File: src/rtl/regfile_wb_arbiter_pkg.sv
// Shared types and constants for the register-file write-port arbiter.
// Imported by the interface, the scoreboard and the top.
package regfile_wb_arbiter_pkg;

  localparam int REG_IDX_W  = 4;
  localparam int NUM_REGS   = 16;
  // Wide enough for the largest allowed MAX_WAIT (15).
  localparam int WAIT_CNT_W = 4;

  typedef enum logic {
    ARB_NORMAL,
    ARB_HOLD
  } arb_state_t;

endpackage

File: src/rtl/regfile_wb_arbiter_if.sv
// Writer A (pipeline writeback) and writer B (long-latency result) bus.
// The master drives the requests; the arbiter is the slave.
interface regfile_wb_arbiter_if
  import regfile_wb_arbiter_pkg::*;
#(
  parameter int DBITS = 32
);

  logic                 a_valid;
  logic [REG_IDX_W-1:0] a_rd;
  logic [DBITS-1:0]     a_data;
  logic                 a_hold;
  logic                 b_valid;
  logic                 b_ready;
  logic [REG_IDX_W-1:0] b_rd;
  logic [DBITS-1:0]     b_data;

  modport master (
    output a_valid, a_rd, a_data, b_valid, b_rd, b_data,
    input  a_hold, b_ready
  );

  modport slave (
    input  a_valid, a_rd, a_data, b_valid, b_rd, b_data,
    output a_hold, b_ready
  );

endinterface

File: src/rtl/regfile_wb_arbiter_scoreboard.sv
// Busy scoreboard for registers awaiting a long-latency result.
// Drives the reservation handshake and the decode hazard flag.
module regfile_wb_arbiter_scoreboard
  import regfile_wb_arbiter_pkg::*;
(
  input  logic                 clk,
  input  logic                 reset,
  input  logic                 iss_valid,
  input  logic [REG_IDX_W-1:0] iss_rd,
  output logic                 iss_ready,
  input  logic                 clr_en,
  input  logic [REG_IDX_W-1:0] clr_rd,
  input  logic                 chk_en,
  input  logic [REG_IDX_W-1:0] chk_rs1,
  input  logic [REG_IDX_W-1:0] chk_rs2,
  input  logic [REG_IDX_W-1:0] chk_rd,
  output logic                 hazard,
  output logic [NUM_REGS-1:0]  busy
);

  logic [NUM_REGS-1:0] busy_q;
  logic [NUM_REGS-1:0] busy_d;

  assign busy      = busy_q;
  assign iss_ready = !busy_q[iss_rd];
  assign hazard    = chk_en && (busy_q[chk_rs1] || busy_q[chk_rs2] || busy_q[chk_rd]);

  // Set is applied after clear so a same-index reservation wins.
  always_comb begin
    busy_d = busy_q;
    if (clr_en)
      busy_d[clr_rd] = 1'b0;
    if (iss_valid && iss_ready)
      busy_d[iss_rd] = 1'b1;
  end

  always_ff @(posedge clk) begin
    if (reset)
      busy_q <= '0;
    else
      busy_q <= busy_d;
  end

endmodule

File: src/rtl/regfile_wb_arbiter.sv
// Shares the single register-file write port between the pipeline (A)
// and the long-latency result path (B), forcing a pipeline hold if B starves.
module regfile_wb_arbiter
  import regfile_wb_arbiter_pkg::*;
#(
  parameter int DBITS    = 32,
  parameter int MAX_WAIT = 4
)(
  input  logic                 clk,
  input  logic                 reset,
  regfile_wb_arbiter_if.slave  bus,
  input  logic                 iss_valid,
  input  logic [REG_IDX_W-1:0] iss_rd,
  output logic                 iss_ready,
  input  logic [REG_IDX_W-1:0] chk_rs1,
  input  logic [REG_IDX_W-1:0] chk_rs2,
  input  logic [REG_IDX_W-1:0] chk_rd,
  input  logic                 chk_en,
  output logic                 hazard,
  output logic [NUM_REGS-1:0]  busy,
  output logic                 rf_wrtEn,
  output logic [REG_IDX_W-1:0] rf_rd,
  output logic [DBITS-1:0]     rf_data,
  output logic                 protocol_err
);

  arb_state_t            state_q, state_d;
  logic [WAIT_CNT_W-1:0] wait_q, wait_d;
  logic                  a_hold, b_ready_arb, b_ready;
  logic                  grant_a, grant_b;

  assign bus.a_hold  = a_hold;
  assign bus.b_ready = b_ready;
  // B is never accepted during reset so an in-flight result is dropped.
  assign b_ready = b_ready_arb && !reset;
  assign grant_b = bus.b_valid && b_ready;

  always_comb begin
    state_d     = state_q;
    a_hold      = 1'b0;
    b_ready_arb = 1'b0;
    grant_a     = 1'b0;
    case (state_q)
      ARB_NORMAL: begin
        b_ready_arb = !bus.a_valid;
        grant_a     = bus.a_valid;
        if (bus.b_valid && bus.a_valid && wait_q == WAIT_CNT_W'(MAX_WAIT - 1))
          state_d = ARB_HOLD;
      end
      ARB_HOLD: begin
        a_hold      = 1'b1;
        b_ready_arb = 1'b1;
        state_d     = ARB_NORMAL;
      end
      default: state_d = ARB_NORMAL;
    endcase
  end

  always_comb begin
    wait_d = wait_q;
    if (!bus.b_valid || grant_b)
      wait_d = '0;
    else if (wait_q < WAIT_CNT_W'(MAX_WAIT))
      wait_d = wait_q + 1'b1;
  end

  always_ff @(posedge clk) begin
    if (reset) begin
      state_q      <= ARB_NORMAL;
      wait_q       <= '0;
      protocol_err <= 1'b0;
    end else begin
      state_q <= state_d;
      wait_q  <= wait_d;
      if (state_q == ARB_HOLD && bus.a_valid)
        protocol_err <= 1'b1;
    end
  end

  // Registered write port; index and data hold when nothing is granted.
  always_ff @(posedge clk) begin
    if (reset) begin
      rf_wrtEn <= 1'b0;
      rf_rd    <= '0;
      rf_data  <= '0;
    end else if (grant_a) begin
      rf_wrtEn <= 1'b1;
      rf_rd    <= bus.a_rd;
      rf_data  <= bus.a_data;
    end else if (grant_b) begin
      rf_wrtEn <= 1'b1;
      rf_rd    <= bus.b_rd;
      rf_data  <= bus.b_data;
    end else begin
      rf_wrtEn <= 1'b0;
    end
  end

  regfile_wb_arbiter_scoreboard u_scoreboard (
    .clk       (clk),
    .reset     (reset),
    .iss_valid (iss_valid),
    .iss_rd    (iss_rd),
    .iss_ready (iss_ready),
    .clr_en    (grant_b),
    .clr_rd    (bus.b_rd),
    .chk_en    (chk_en),
    .chk_rs1   (chk_rs1),
    .chk_rs2   (chk_rs2),
    .chk_rd    (chk_rd),
    .hazard    (hazard),
    .busy      (busy)
  );

endmodule
File: src/flat_wrapper.sv
// flat-port wrapper written by rule: the top's interface ports become plain ports
module regfile_wb_arbiter_flat import regfile_wb_arbiter_pkg::*;
#(
  parameter int DBITS    = 32,
  parameter int MAX_WAIT = 4
)
  (clk, reset, iss_valid, iss_rd, iss_ready, chk_rs1, chk_rs2, chk_rd, chk_en, hazard, busy, rf_wrtEn, rf_rd, rf_data, protocol_err, bus_a_valid, bus_a_rd, bus_a_data, bus_b_valid, bus_b_rd, bus_b_data, bus_a_hold, bus_b_ready);
  regfile_wb_arbiter_if #(.DBITS(DBITS)) bus_i ();
  input  logic clk;
  input  logic reset;
  input  logic iss_valid;
  input  logic [REG_IDX_W-1:0] iss_rd;
  output logic iss_ready;
  input  logic [REG_IDX_W-1:0] chk_rs1;
  input  logic [REG_IDX_W-1:0] chk_rs2;
  input  logic [REG_IDX_W-1:0] chk_rd;
  input  logic chk_en;
  output logic hazard;
  output logic [NUM_REGS-1:0] busy;
  output logic rf_wrtEn;
  output logic [REG_IDX_W-1:0] rf_rd;
  output logic [DBITS-1:0] rf_data;
  output logic protocol_err;
  input wire logic [$bits(bus_i.a_valid)-1:0] bus_a_valid;
  input wire logic [$bits(bus_i.a_rd)-1:0] bus_a_rd;
  input wire logic [$bits(bus_i.a_data)-1:0] bus_a_data;
  input wire logic [$bits(bus_i.b_valid)-1:0] bus_b_valid;
  input wire logic [$bits(bus_i.b_rd)-1:0] bus_b_rd;
  input wire logic [$bits(bus_i.b_data)-1:0] bus_b_data;
  output wire logic [$bits(bus_i.a_hold)-1:0] bus_a_hold;
  output wire logic [$bits(bus_i.b_ready)-1:0] bus_b_ready;
  assign bus_i.a_valid = bus_a_valid;
  assign bus_i.a_rd = bus_a_rd;
  assign bus_i.a_data = bus_a_data;
  assign bus_i.b_valid = bus_b_valid;
  assign bus_i.b_rd = bus_b_rd;
  assign bus_i.b_data = bus_b_data;
  assign bus_a_hold = bus_i.a_hold;
  assign bus_b_ready = bus_i.b_ready;
  regfile_wb_arbiter #(.DBITS(DBITS), .MAX_WAIT(MAX_WAIT)) u_core (.clk(clk), .reset(reset), .bus(bus_i), .iss_valid(iss_valid), .iss_rd(iss_rd), .iss_ready(iss_ready), .chk_rs1(chk_rs1), .chk_rs2(chk_rs2), .chk_rd(chk_rd), .chk_en(chk_en), .hazard(hazard), .busy(busy), .rf_wrtEn(rf_wrtEn), .rf_rd(rf_rd), .rf_data(rf_data), .protocol_err(protocol_err));
endmodule
File: config.mk
export PLATFORM = sky130hd
export DESIGN_NAME = regfile_wb_arbiter_flat
export DESIGN_NICKNAME = d
export VERILOG_FILES = /design/src/rtl/regfile_wb_arbiter_pkg.sv /design/src/rtl/regfile_wb_arbiter_if.sv /design/src/rtl/regfile_wb_arbiter_scoreboard.sv /design/src/rtl/regfile_wb_arbiter.sv /design/src/flat_wrapper.sv
export SDC_FILE = /design/constraint.sdc
export NUM_CORES = 1
export LEC_CHECK = 0
export CAP_MARGIN = 15
export CORE_ASPECT_RATIO = 1.1
export CORE_MARGIN = 2
export CORE_UTILIZATION = 28
export CTS_BUF_LIST = sky130_fd_sc_hd__clkbuf_8 sky130_fd_sc_hd__clkbuf_16
export CTS_CLUSTER_SIZE = 20
export DETAILED_ROUTE_END_ITERATION = 8
export HOLD_SLACK_MARGIN = 0.1
export PLACE_DENSITY = 0.63
export SLEW_MARGIN = 5
export SYNTH_ARGS = -nofsm -noshare
export SYNTH_HDL_FRONTEND = slang
export SYNTH_SLANG_ARGS = --single-unit
File: constraint.sdc
create_clock -name clk -period 5 [get_ports clk]
set_input_delay 1.25 -clock clk [delete_from_list [all_inputs] [get_ports clk]]
set_output_delay 1.25 -clock clk [all_outputs]
set_load 0.01 [all_outputs]
==> impl_metrics.toml, run 1 <==
[global_routing]
grt_antenna_before_repair = 0
grt_max_degree = 50
grt_pass1_vias = 3178
grt.overflow.total = 0
grt_pass1_wl_um = 15700
grtUsageTotal = 0.164

[sta]
tightest_slew_ns = 0.647
fmax_mhz = 207
setup_viol = 0
tns_ns = 0
period_share = 0.964
finalHoldViolations = 0
finClkSkew_ns = 0.00546
rsz0062_at_grt = "false"
layout_min_cycle_time_ns = 4.82
report.final.slew_viol_count = 0
slew_headroom = 0.563

[route]
first_pass_iters = 4
met2_length_um = 4750
vias_per_cell = 5.00
antenna_left = 0
avgRoutedWirePerCell_um = 16.2
vias = 3093
top_layer = "met4"
wl_um = 10000
wl_met3_um = 865
wl_met1_um = 4270
drc_errors = 0
first_iter_violations = 121

[yosys]
ys_warn_count = 0
synthesis.instances = 324
avgSynthCellArea_um2 = 9.58
synth_cell_types = 36
yosysSeqAreaShare = 0.380
synth_area_leaders = "dfxtp_1 38%, mux2i_1 17%, a211oi_1 8.7%"
netlist_area_um2 = 3110
yosysTopAreaCellShare = 0.380
synth.net_count = 419
yosys.area.top_type = "dfxtp_1"
ys_seq_elements = 59

[cts]
h-tree-depth = 3
numCtsBuffers = 9
cts_tree = "yes"
clkSlewWorstSetupHoldPaths_ns = 0.05
worstSkewPairLatency_ns = 0.33
clock_path_buffers = 2
ctsResizeCount = 0
cts_root_buf = "clkbuf_16"
clkSinkCount = 59
post_cts_buffers = 0
postCtsHoldBufs = 0

[worst_setup_path]
startpoint_type = "primary input"
crit_type = "in2out"
critPathCaptureType = "output port"
crit_arrival_ns = 3.57
required_ns = 3.75
cp_max_fo = 8

[run_status]
status = "finished clean"

[power_and_ir_drop]
p_leak_nw = 1.85
ir_drop_mv = 0.160
p_per_area_nw_per_um2 = 276

[placed_design]
gp_congestion = 0.830
hpwl_um = 7420
io_buffers = 151

[cells_and_area]
fin_util = 0.463
n_antenna_cell = 0
area_delta_synth_final_pct = 61.8
final_nets = 562
drive_above_1_share = 0.0890

[floorplanning]
die_h_um = 114
dieArea_um2 = 12000
ioPinCount = 152
rows = 40
core_area_um2 = 10900
start_util = 0.286
dieWidth_um = 104

[flow_run]
drv_cap = 0

[hold_path]
hold_class = "reg2reg"
==> through the flow <==
stage               total power, mW  instance area (um^2)  cells  worst slack, ns  hold slack, ns
floorplan                     0.628                  3110    324             1.34           0.440
global placement              0.778                  4720    603            0.197           0.450
detailed placement            0.782                  4720    603            0.179           0.469
CTS                            1.40                  5030    619            0.178           0.480
global route                   1.44                  5030    619           0.0685           0.512
finish                         1.39                  5030    619            0.178           0.472
==> cells in the final DEF (no fill, tap or decap), types with 3 or more instances in the layout <==
cell type        instances
clkdlybuf4s50_1        149
dfxtp_1                 59
mux2i_1                 52
nor2_1                  47
a211oi_1                36
mux4_2                   9
inv_1                    9
o211ai_1                 9
o21ai_1                  9
clkbuf_16                9
o32ai_1                  7
nand2_1                  7
o21ai_0                  5
buf_4                    5
nor2b_1                  4
nand2b_1                 4
nand3b_1                 4
or3b_2                   4
or3_1                    4
clkinvlp_4               4
mux2_2                   3
o22ai_1                  3
o311ai_0                 3
a21oi_1                  3
==> area by class of cell <==
cell class	instances	area, um^2
fill	1086	5830
multi-input combinational	232	1780
timing repair buffer	156	1540
sequential	59	1180
clock buffer	10	239
tap	147	184
clock inverter	6	65.1
inverter	9	33.8
==> worst max-delay path, cell delays in order <==
cell,delay [ns]
clkdlybuf4s50_1,0.68
mux4_2,0.57
mux4_2,0.46
inv_1,0.07
clkdlybuf4s50_1,0.54
==> layer usage <==
metal  vias to the layer above  global-route usage
li1                       1507                   -
met1                      1452               0.194
met2                       123               0.278
met3                        11              0.0581
met4                         0              0.0559
met5                         -                   0
==> Yosys cell counts (all sizes together) <==
library cell and number:
dfxtp 59, mux2i 52, nor2 47, a211oi 36
o21ai 14, clkbuf 13, buf 11, inv 9
mux4 9, o211ai 9, nand2 7, o32ai 7
or3b 6, nand2b 5, nand3b 4, nor2b 4
or3 4, a21oi 3, mux2 3, o22ai 3
o311ai 3, nand3 2, nand4 2, nand4b 2
nor3b 2, nor4 2, a311o 1, a31oi 1
a32o 1, ha 1, nor4b 1, xnor2 1
==> worst paths after layout <==
kind | startpoint | endpoint | slack [ns] | cells after the start
max | iss_rd[0] | iss_ready | 0.18 | 5
min | u_core.protocol_err | u_core.protocol_err | 0.47 | 2
max reg2reg | u_core.state_q | u_core.rf_data[9] | 3.19 | 4
min reg2reg | u_core.protocol_err | u_core.protocol_err | 0.47 | 2
==> registers in the layout, summed over array words and instances, names as in the netlist <==
signal,cells
u_core.rf_rd,4
u_core.state_q,1
u_core.rf_wrtEn,1
u_core.rf_data,32
u_core.wait_q,4
u_core.u_scoreboard.busy,16
u_core.protocol_err,1
==> power breakdown <==
part / switching, mW / internal (mW) / total [mW]
clock network: 0.217 / 0.397 / 0.615
registers: 0.0177 / 0.497 / 0.515
logic: 0.103 / 0.154 / 0.257
==> cell families after synthesis <==
logic type      count (synthesis)  share of synthesized area
compound gates                 78                      0.179
xor+xnor                        1                    0.00282
fa+ha+maj                       1                    0.00403
buf+inv                        33                     0.0459
flops                          59                      0.380
mux                            64                      0.244
simple gates                   88                      0.144
Note: power is estimated with default switching activity, not from simulation.
==> inputs of run 2 (changes only) <==
Settings changed: PLACE_DENSITY 0.63 to 0.61, SYNTH_HIERARCHICAL set to 1.
==> impl_metrics.toml, run 2 <==
[floorplanning]
dieArea_um2 = 13200
rows = 42
start_util = 0.287
core_area_um2 = 12000
ioPinCount = 152
dieWidth_um = 110
die_h_um = 120

[yosys]
synthFlopType = "dfxtp_1"
netlist_area_um2 = 3450
yosysTopAreaCellShare = 0.342
synthesis.instances = 337
synth_area_leaders = "dfxtp_1 34%, mux2i_1 16%, a211oi_2 8.7%"
ys_seq_elements = 59
avgSynthCellArea_um2 = 10.2
synth_xor_area_frac = 0
synthMuxAreaShare = 0.220
yosys.cell_count.top_type = "dfxtp_1"
synthSimpleGateAreaFrac = 0.199
synth_edf_count = 0
synth_top_family_by_area = "multiplexers"
yosys.area.top_type = "dfxtp_1"
synthArstFlopShare = 0
synthTopCellsByCount = "59 x dfxtp_1, 54 x mux2i_1, 37 x nor3b_1"
synth_compound_area_frac = 0.186
synth.net_count = 432
synth_fa_ha_area_frac = 0.00362
ys_warn_count = 6
synth_cell_types = 42
yosysSeqAreaShare = 0.342

[placed_design]
hpwl_um = 8070
dpl_worst_slack_ns = 0.123
io_buffers = 151
gp_congestion = 0.874
dpl.cell_count = 621

[cts]
cts_tree = "yes"
clkSinkCount = 59
clock_path_buffers = 2
ctsResizeCount = 0
cts_root_buf = "clkbuf_16"
numCtsBuffers = 9
post_cts_buffers = 0
h-tree-depth = 3
postCtsHoldBufs = 0
worstSkewPairLatency_ns = 0.32
clkSlewWorstSetupHoldPaths_ns = 0.05

[sta]
worst_slack_ns = 0.134
tightest_slew_ns = 1.07
finalHoldViolations = 0
report.final.slew_viol_count = 0
layout_min_cycle_time_ns = 4.87
period_share = 0.973
setup_viol = 0
finClkSkew_ns = 0.00576
fmax_mhz = 206
rsz0062_at_grt = "false"
tns_ns = 0
slew_headroom = 0.284

[cells_and_area]
final_cell_mix = "149 x clkdlybuf4s50_1, 59 x dfxtp_1, 54 x mux2i_1, 37 x nor3b_1, 24 x a211oi_2"
fin_util = 0.446
multi_input_area_um2 = 2100
final_common_cell = "clkdlybuf4s50_1"
fillers = 1144
area_delta_synth_final_pct = 55.3
n_antenna_cell = 0
final_nets = 573
regArea_um2 = 1180
drive_above_1_share = 0.143
largest_register_ffs = 32
regMostFlops = "u_core/rf_data"
final_cells = 637

[route]
drc_errors = 0
first_iter_violations = 109
avgRoutedWirePerCell_um = 17.8
wl_um = 11300
first_pass_iters = 4
antenna_left = 0
vias = 3321
vias_per_cell = 5.21

[hold_path]
hold_class = "reg2reg"
hold_end = "u_core/protocol_err"
min_path_cells = 2
min_from = "u_core/protocol_err"

[worst_setup_path]
r2r_cells = 3
cp.depth = 5
critPathTopFamily = "buffers and inverters"
startpoint_type = "primary input"
required_ns = 3.75
crit_type = "in2out"
critPathCaptureType = "output port"
r2r_end = "u_core/rf_data[10]"
r2r_start = "u_core/state_q"
crit_arrival_ns = 3.62
cpMostUsedCell = "clkdlybuf4s50_1"
critical_path.cell_chain = "clkdlybuf4s50_1, mux4_1, mux4_2, inv_1, clkdlybuf4s50_1"
critPathBufInv = 3
crit_slowest_cell = "clkdlybuf4s50_1"
cp_max_fo = 7
max_stage_delay_ns = 0.68
r2r_slack_ns = 2.55

[global_routing]
grt_pass1_wl_um = 17700
grtUsageMet2 = 0.294
top_usage_layer = "met2"
grt_antenna_before_repair = 1
grt_use_met1 = 0.191
grtUsageTotal = 0.172
grt_max_degree = 57
grt_pass1_vias = 3575
grt.overflow.total = 0
use_met3 = 0.0518

[power_and_ir_drop]
p_leak_nw = 1.91
finalPower_mw = 1.47
p_per_area_nw_per_um2 = 273
ir_drop_mv = 0.167

[flow_run]
drv_cap = 0

[run_status]
status = "finished clean"
-- run 2: worst min-delay path, stage by stage (launching register included) --
cell	delay [ns]
dfxtp_1	0.33
a21oi_1	0.04
nor2_1	0.07
-- run 2: area by class of cell --
type | count | area share
multi-input cells | 247 | 0.392
repair buffers | 156 | 0.287
clock inverters | 5 | 0.0142
clock buffers | 11 | 0.0471
well taps | 154 | 0.0359
inverters | 5 | 0.00350
flip-flops and latches | 59 | 0.220
-- run 2: kinds of logic (layout without fill, tap and decap cells) --
| logic type | after synthesis | count (layout) |
|---|---|---|
| AO/OA/AOI/OAI | 80 | 80 |
| buffers and inverters | 31 | 177 |
| multiplexers | 64 | 64 |
| flip-flops | 59 | 59 |
| AND/OR/NAND/NOR | 102 | 102 |
| adder cells (fa/ha/maj) | 1 | 1 |
-- run 2: worst max-delay path by stage --
stage,startpoint,end,slack (ns)
global route,iss_rd[0],iss_ready,0.05
global placement,iss_rd[0],iss_ready,0.15
floorplan,iss_rd[0],iss_ready,1.30
CTS,iss_rd[0],iss_ready,0.12
detailed placement,iss_rd[0],iss_ready,0.12
finish,iss_rd[0],iss_ready,0.13
-- run 2: power breakdown --
part / internal (mW) / switching, mW
combinational: 0.165 / 0.112
sequential: 0.497 / 0.0174
clock: 0.460 / 0.214
total: 1.12 / 0.344
-- run 2: metal layers --
metal	routed length [um]	up-vias
met5	11	-
met1	4570	1576
met3	909	24
met2	5510	149
met4	337	2
li1	-	1570
-- run 2: metrics by stage --
step | area (um^2) | hold slack [ns]
2_1_floorplan | 3450 | 0.452
5_1_grt | 5360 | 0.527
4_1_cts | 5360 | 0.479
3_3_place_gp | 5030 | 0.451
3_5_place_dp | 5030 | 0.465
6_report | 5360 | 0.471
